===== config.mk =====
export PLATFORM = sky130hd
export DESIGN_NAME = comparator_seq
export DESIGN_NICKNAME = d
export VERILOG_FILES = /design/src/rtl/comparator_pkg.sv /design/src/rtl/chunk_cmp.sv /design/src/rtl/comparator_seq.sv
export SDC_FILE = /design/constraint.sdc
export NUM_CORES = 1
export LEC_CHECK = 0
export ABC_AREA = 1
export CORE_MARGIN = 5
export CORE_UTILIZATION = 54
export CTS_CLUSTER_SIZE = 20
export DETAILED_ROUTE_END_ITERATION = 12
export PLACE_DENSITY = 0.94
export SKIP_CTS_REPAIR_TIMING = 1
export SYNTH_ARGS = -nofsm -noshare
export SYNTH_HDL_FRONTEND = slang
export SYNTH_SLANG_ARGS = --single-unit

===== constraint.sdc =====
create_clock -name i_clk -period 4.2 [get_ports i_clk]
set_clock_uncertainty 0.05 [all_clocks]
set_input_delay 0.84 -clock i_clk [delete_from_list [all_inputs] [get_ports i_clk]]
set_output_delay 0.84 -clock i_clk [all_outputs]
set_load 0.01 [all_outputs]

===== src/rtl/comparator_pkg.sv =====
// Shared types for the sequential comparator: FSM state encoding and the
// 2-bit result code produced by the per-chunk magnitude compare.
package comparator_pkg;

  typedef enum logic [1:0] {
    IDLE    = 2'd0,
    COMPARE = 2'd1,
    DONE    = 2'd2
  } state_t;

  localparam logic [1:0] RES_EQ = 2'b00;
  localparam logic [1:0] RES_GT = 2'b01;
  localparam logic [1:0] RES_LT = 2'b10;

endpackage


===== src/rtl/chunk_cmp.sv =====
// Combinational CHUNK-bit unsigned magnitude compare returning the
// comparator_pkg result code.
module chunk_cmp
  import comparator_pkg::*;
#(
  parameter int CHUNK = 2
) (
  input  logic [CHUNK-1:0] a,
  input  logic [CHUNK-1:0] b,
  output logic [1:0]       res
);

  always_comb begin
    res = RES_EQ;
    if (a > b) begin
      res = RES_GT;
    end else if (a < b) begin
      res = RES_LT;
    end
  end

endmodule


===== src/rtl/comparator_seq.sv =====
// Sequential MSB-first magnitude comparator, CHUNK bits per cycle.
// Macro COMPARATOR_EARLY_EXIT_EN: stop at the first differing chunk; otherwise constant latency.
module comparator_seq
  import comparator_pkg::*;
#(
  parameter int WIDTH = 8,
  parameter int CHUNK = 2
) (
  input  logic             i_clk,
  input  logic             i_rst,
  input  logic             i_start,
  input  logic [WIDTH-1:0] i_A,
  input  logic [WIDTH-1:0] i_B,
  input  logic             i_signed,
  output logic             o_busy,
  output logic             o_done,
  output logic             o_GT,
  output logic             o_LT,
  output logic             o_EQ
);

  localparam int NCHUNK = WIDTH / CHUNK;
  localparam int KW     = (NCHUNK > 1) ? $clog2(NCHUNK) : 1;
  localparam logic [KW-1:0] K_TOP = KW'(NCHUNK - 1);

  state_t           state;
  state_t           state_next;
  logic [WIDTH-1:0] a_q;
  logic [WIDTH-1:0] b_q;
  logic [KW-1:0]    k;
  logic             start_ok;
  logic             finish;
  logic [1:0]       cmp_res;
  logic [1:0]       final_res;
  logic [CHUNK-1:0] a_chunk [NCHUNK];
  logic [CHUNK-1:0] b_chunk [NCHUNK];

`ifndef COMPARATOR_EARLY_EXIT_EN
  logic       found_q;
  logic [1:0] res_q;
`endif

  for (genvar g = 0; g < NCHUNK; g++) begin : g_split
    assign a_chunk[g] = a_q[g*CHUNK +: CHUNK];
    assign b_chunk[g] = b_q[g*CHUNK +: CHUNK];
  end

  chunk_cmp #(.CHUNK(CHUNK)) u_chunk_cmp (
    .a   (a_chunk[k]),
    .b   (b_chunk[k]),
    .res (cmp_res)
  );

  assign o_busy = (state == COMPARE);
  assign o_done = (state == DONE);

  always_ff @(posedge i_clk) begin
    if (i_rst) begin
      state <= IDLE;
    end else begin
      state <= state_next;
    end
  end

  // Without early exit, the first difference seen wins; later chunks only run out the clock.
  always_comb begin
    state_next = state;
    start_ok   = 1'b0;
    finish     = 1'b0;
    final_res  = cmp_res;
    case (state)
      IDLE: begin
        if (i_start) begin
          start_ok   = 1'b1;
          state_next = COMPARE;
        end
      end
      COMPARE: begin
`ifdef COMPARATOR_EARLY_EXIT_EN
        if (cmp_res != RES_EQ || k == '0) begin
          finish     = 1'b1;
          state_next = DONE;
        end
`else
        if (k == '0) begin
          finish     = 1'b1;
          final_res  = found_q ? res_q : cmp_res;
          state_next = DONE;
        end
`endif
      end
      DONE: begin
        if (i_start) begin
          start_ok   = 1'b1;
          state_next = COMPARE;
        end else begin
          state_next = IDLE;
        end
      end
      default: state_next = IDLE;
    endcase
  end

  // Flipping both MSBs maps two's-complement order onto unsigned order.
  always_ff @(posedge i_clk) begin
    if (i_rst) begin
      a_q  <= '0;
      b_q  <= '0;
      k    <= '0;
      o_GT <= 1'b0;
      o_LT <= 1'b0;
      o_EQ <= 1'b0;
`ifndef COMPARATOR_EARLY_EXIT_EN
      found_q <= 1'b0;
      res_q   <= RES_EQ;
`endif
    end else if (start_ok) begin
      a_q  <= i_A ^ {i_signed, {(WIDTH-1){1'b0}}};
      b_q  <= i_B ^ {i_signed, {(WIDTH-1){1'b0}}};
      k    <= K_TOP;
      o_GT <= 1'b0;
      o_LT <= 1'b0;
      o_EQ <= 1'b0;
`ifndef COMPARATOR_EARLY_EXIT_EN
      found_q <= 1'b0;
      res_q   <= RES_EQ;
`endif
    end else if (state == COMPARE) begin
      if (finish) begin
        o_GT <= (final_res == RES_GT);
        o_LT <= (final_res == RES_LT);
        o_EQ <= (final_res == RES_EQ);
      end else begin
        k <= k - KW'(1);
      end
`ifndef COMPARATOR_EARLY_EXIT_EN
      if (!found_q && cmp_res != RES_EQ) begin
        found_q <= 1'b1;
        res_q   <= cmp_res;
      end
`endif
    end
  end

endmodule


==> qor.yml, run 1 <==
start_util: 0.5648
ioPinCount: 25
commonest_non_fill_non_tap_cell_in_the_layout: "nor2_1"
hold_viol: 0
layout_overhead_on_the_synthesized_area_pct: 23.05
clk_transition_reported_paths_ns: 0.14
run_status: "completed"
leakage_nw: 0.6581
crit_fanout: 6
layout_worst_path_cycle_share: 0.5832
diodes: 0
cts_max_path_buffers: 2
cts_htree_levels: 1
first_iter_violations: 23
routedWlPerCell_um: 12.47
layout-drive-gt1-share: 0.08040
syn-cell-area_um2: 1237
yosys_warnings: 0
criticalPathCategory: "flop to output port"
global_route.usage.total: 0.1870
cts_inserted_buffers: 3
number_of_antenna_violations_at_the_first_check_in_global_routing: 0
detail_route.drc_violations: 0
synthesis.nets: 199
routed_wl_um: 2830
period_needed_ns: 2.450
finalSetupViolCount: 0
multi_input_comb_area_um2: 619.3
holdCritPathClass: "flop to flop"
setup-tns-final_ns: 0
synth_seq_cells: 26
grt_first_pass_wirelength_um: 4857
max_transition_margin: 0.6921
worst_pin_slew_ns: 0.4613
cts_num_sinks: 26
rsz0062_at_grt: "no"
slew_viol_final: 0
avgViaCountPerCell: 5.233
die_area_um2: 3349
final_nets: 223
synthesis.instances: 176
count_of_nets_left_with_antenna_violations_after_detail_routing: 0
largest_net_degree_at_the_start_of_global_routing: 20
irDropWorstVdd_uv: 238.3
die_height_um: 57.87
synthDistinctLibCells: 23
grt_pass1_vias: 1227
core_area_um2: 2191
drt_pre_antenna_iters: 4
synth.avg_cell_area_um2: 7.031
layout_common_cells: "nor2_1, dfxtp_1, nand2_1"
clock_tree.root_cell: "clkbuf_4"
power_density_nw_per_um2: 383.5
arrival_ns: 1.56
clock_tree_from_tritoncts: "done"
dpl_worst_slack_ns: 1.881
place.gp.congestion: 0.9309
required_ns: 3.31
synth-seq-area-share: 0.4206
seq_area_um2: 520.5
critical_path.endpoint_type: "output port"
fmax_ghz: 0.4082
placementRows: 17
vias: 1188
postLayoutSetupSlackWorst_ns: 1.750
timing.critical_path.from_type: "flop"
overflow: 0
drv.max_cap_violation_count: 0
num-fill-cells: 182
die_w_um: 57.87
clock_latency_ns: 0.33
portbufs: 24
dp.final_hpwl_um: 2163
[cell families (layout without fill, tap and decap cells)]
group           count (synthesis)  count (layout)  synth area share
fa+ha+maj                       3               3           0.03034
flops                          26              26            0.4206
buf+inv                        24              47           0.07886
xor+xnor                        2               2           0.01416
simple gates                   85              85            0.3023
compound gates                 36              36            0.1537
[report_power, final]
| part | total, W | leakage (nW) | switching (W) | internal [W] |
|---|---|---|---|---|
| Combinational | 0.000170 | 0.422 | 0.0000989 | 0.0000706 |
| Clock | 0.000131 | 0.0210 | 0.0000779 | 0.0000532 |
| Sequential | 0.000283 | 0.215 | 0.0000152 | 0.000268 |
| Total | 0.000584 | 0.658 | 0.000192 | 0.000392 |
[metal layers]
layer | vias up | routed length, um | GRT usage
li1 | 608 | - | -
met1 | 531 | 1129 | 0.1967
met2 | 41 | 1449 | 0.3419
met3 | 8 | 182 | 0.04009
met4 | 0 | 69 | 0.1026
met5 | - | 0 | 0
[synthesized netlist by cell type, drive strengths merged]
master	count	share of area
nand3	6	0.028
inv	19	0.058
ha	3	0.030
nor2	47	0.15
a32o	1	0.0081
a21oi	9	0.036
o22ai	2	0.010
nand2	31	0.11
nand4	1	0.0051
o21a	1	0.0061
o21ai	23	0.093
dfxtp	26	0.42
xnor2	2	0.014
buf	3	0.014
clkbuf	2	0.0071
[critical path, stage by stage (launching register included)]
cell and delay (ns):
dfxtp_1 0.41, inv_2 0.08, nor2_4 0.16, clkdlybuf4s50_1 0.57
[metrics by stage]
step | total power, W | instances | utilization | hold slack, ns | area (um^2)
final | 0.0005839 | 227 | 0.6950 | 0.4354 | 1523
after global routing | 0.0006201 | 227 | 0.6950 | 0.4613 | 1523
after global placement | 0.0004464 | 223 | 0.6785 | 0.4111 | 1486
after floorplan | 0.0004060 | 176 | - | 0.3995 | 1237
after CTS | 0.0005802 | 227 | 0.6950 | 0.4399 | 1523
after detailed placement | 0.0004562 | 223 | 0.6785 | 0.4169 | 1486
[worst paths after layout]
kind | from | end | slack (ns) | cells past startpoint
worst max register to register | k[0] | res_q[1] | 1.98 | 11
worst max-delay path | state[0] | o_busy | 1.75 | 3
worst min register to register | o_GT | o_GT | 0.44 | 2
worst min-delay path | o_GT | o_GT | 0.44 | 2
[sequential cells by signal, summed over array words and instances, names as in the netlist]
name and count:
found_q 1, o_LT 1, k 2, o_EQ 1, res_q 2, state 2
b_q 8, a_q 8, o_GT 1
[cell type report]
type                            count  area share
Clock buffer                        4     0.02383
Inverter                           19     0.04684
Multi-Input combinational cell    126      0.4067
Sequential cell                    26      0.3418
Tap cell                           28     0.02301
Timing Repair Buffer               24      0.1578
Power figures use the tool's default switching activity.
==> inputs of run 2 (changes only) <==
--- a/config.mk
+++ b/config.mk
@@ -7,10 +7,10 @@
 export LEC_CHECK = 0
 export ABC_AREA = 1
 export CORE_MARGIN = 5
-export CORE_UTILIZATION = 54
+export CORE_UTILIZATION = 50
 export CTS_CLUSTER_SIZE = 20
 export DETAILED_ROUTE_END_ITERATION = 12
-export PLACE_DENSITY = 0.94
+export PLACE_DENSITY = 0.89
 export SKIP_CTS_REPAIR_TIMING = 1
 export SYNTH_ARGS = -nofsm -noshare
 export SYNTH_HDL_FRONTEND = slang
==> constraint.sdc (replaced) <==
create_clock -name i_clk -period 2.5 [get_ports i_clk]
set_clock_uncertainty 0.05 [all_clocks]
set_input_delay 0.5 -clock i_clk [delete_from_list [all_inputs] [get_ports i_clk]]
set_output_delay 0.5 -clock i_clk [all_outputs]
set_load 0.01 [all_outputs]
==> run 2 against run 1 <==
Effect of this change: wire length shrank 13%; critical path depth grew 9; final area shrank 0.74%; hold slack lost 0.0061 ns; clock-buffer cell count shrank 1; sequential cell count is the same; via count shrank 8.4%; critical endpoint is now res_q[0]; global-route usage shrank 3.0 points; total power grew 58%; sequential power grew 68%; utilization shrank 7.4 points.
==> qor.yml, run 2 (synthesis results as in run 1) <==
regToRegSetupSlack_ns: 0.39
num-fill-cells: 219
slew_viol_final: 0
placementRows: 18
drv.max_cap_violation_count: 0
count_of_nets_left_with_antenna_violations_after_detail_routing: 0
reg_top3: "a_q (8), b_q (8)"
criticalPathCategory: "flop to flop"
required_ns: 2.72
grt_first_pass_wirelength_um: 4250
clock_tree_from_tritoncts: "done"
portbufs: 24
timing.critical_path.from_type: "flop"
core_area_um2: 2432
setup-tns-final_ns: 0
start_util: 0.5087
run_status: "completed"
layout_common_cells: "nor2_1, dfxtp_1, nand2_1"
max_transition_margin: 0.6860
hold_end: "o_GT"
cts_htree_levels: 1
layout_worst_path_cycle_share: 0.8454
clock_latency_ns: 0.31
routed_wl_um: 2451
die_w_um: 59.75
fmax_ghz: 0.4732
clk_transition_reported_paths_ns: 0.13
arrival_ns: 2.33
reg2reg_to: "res_q[0]"
detail_route.drc_violations: 0
irDropWorstVdd_uv: 406.6
die_height_um: 59.75
multi_input_comb_area_um2: 619.3
grt_pass1_vias: 1043
leakage_nw: 0.6509
cts_max_path_buffers: 2
dp.final_hpwl_um: 1869
global_route.usage.total: 0.1570
rsz0062_at_grt: "no"
drt_pre_antenna_iters: 4
worst_pin_slew_ns: 0.4704
hold_viol: 0
layout_overhead_on_the_synthesized_area_pct: 22.14
avgViaCountPerCell: 4.772
holdCritPathClass: "flop to flop"
layout-drive-gt1-share: 0.07576
hp-start: "o_GT"
routedWlPerCell_um: 10.75
cts_num_sinks: 26
worstHoldPathCells: 2
first_iter_violations: 35
ff2ff_path_depth: 12
power_density_nw_per_um2: 609.9
critical_path.endpoint_type: "flop"
r2r-start: "k[0]"
final_nets: 223
cts_inserted_buffers: 3
ioPinCount: 25
commonest_non_fill_non_tap_cell_in_the_layout: "nor2_1"
overflow: 0
seq_area_um2: 520.5
vias: 1088
diodes: 0
period_needed_ns: 2.113
clock_tree.root_cell: "clkbuf_4"
largest_net_degree_at_the_start_of_global_routing: 20
finalSetupViolCount: 0
die_area_um2: 3570
worst_hold_slack_ns: 0.4294
number_of_antenna_violations_at_the_first_check_in_global_routing: 0
crit_fanout: 11
place.gp.congestion: 0.8772
[run 2: final cells by class]
| cell class | instances | area share |
|---|---|---|
| flip-flops and latches | 26 | 0.3444 |
| clock buffers | 3 | 0.01490 |
| repair buffers | 24 | 0.1589 |
| inverters | 19 | 0.04719 |
| multi-input cells | 126 | 0.4098 |
| well taps | 30 | 0.02483 |
[run 2: how the worst max path moves through the flow]
stage,start,end,cells past startpoint
global route,k[0],res_q[1],12
finish,k[0],res_q[0],12
detailed placement,k[0],res_q[0],11
global placement,k[0],res_q[0],11
floorplan,k[0],res_q[0],12
CTS,k[0],res_q[1],12
[run 2: critical path, cell delays in order (launching register included)]
cell	delay, ns
dfxtp_1	0.49
inv_1	0.21
o21ai_0	0.21
nor2_1	0.06
a21oi_1	0.12
ha_1	0.26
nand2_1	0.09
nand2_1	0.13
nand3_1	0.10
nand3_1	0.13
nand2_1	0.09
nand2_1	0.05
nor2_1	0.07
[run 2: power breakdown]
group	switching [W]	leakage (nW)	internal, W
combinational	0.000156	0.422	0.000118
clock	0.000116	0.0138	0.0000564
sequential	0.0000252	0.215	0.000450
[run 2: per-stage QoR]
stage                 util  cells  worst slack [ns]  cell area [um^2]  total power, W
finish              0.6214    228            0.3865              1511       0.0009218
CTS                 0.6214    228            0.4061              1511       0.0009296
floorplan                -    176            0.6411              1237       0.0006821
detailed placement  0.6121    225            0.4257              1489       0.0007593
global placement    0.6121    225            0.5261              1489       0.0007540
global route        0.6214    228            0.1234              1511       0.0009879
[run 2: metal layers]
metal  up-vias  global-route usage  wire length, um
li1        601                   -                -
met1       463              0.1887             1186
met2        22              0.2685             1148
met3         2             0.02592               93
met4         0             0.07595               22
met5         -                   0                0
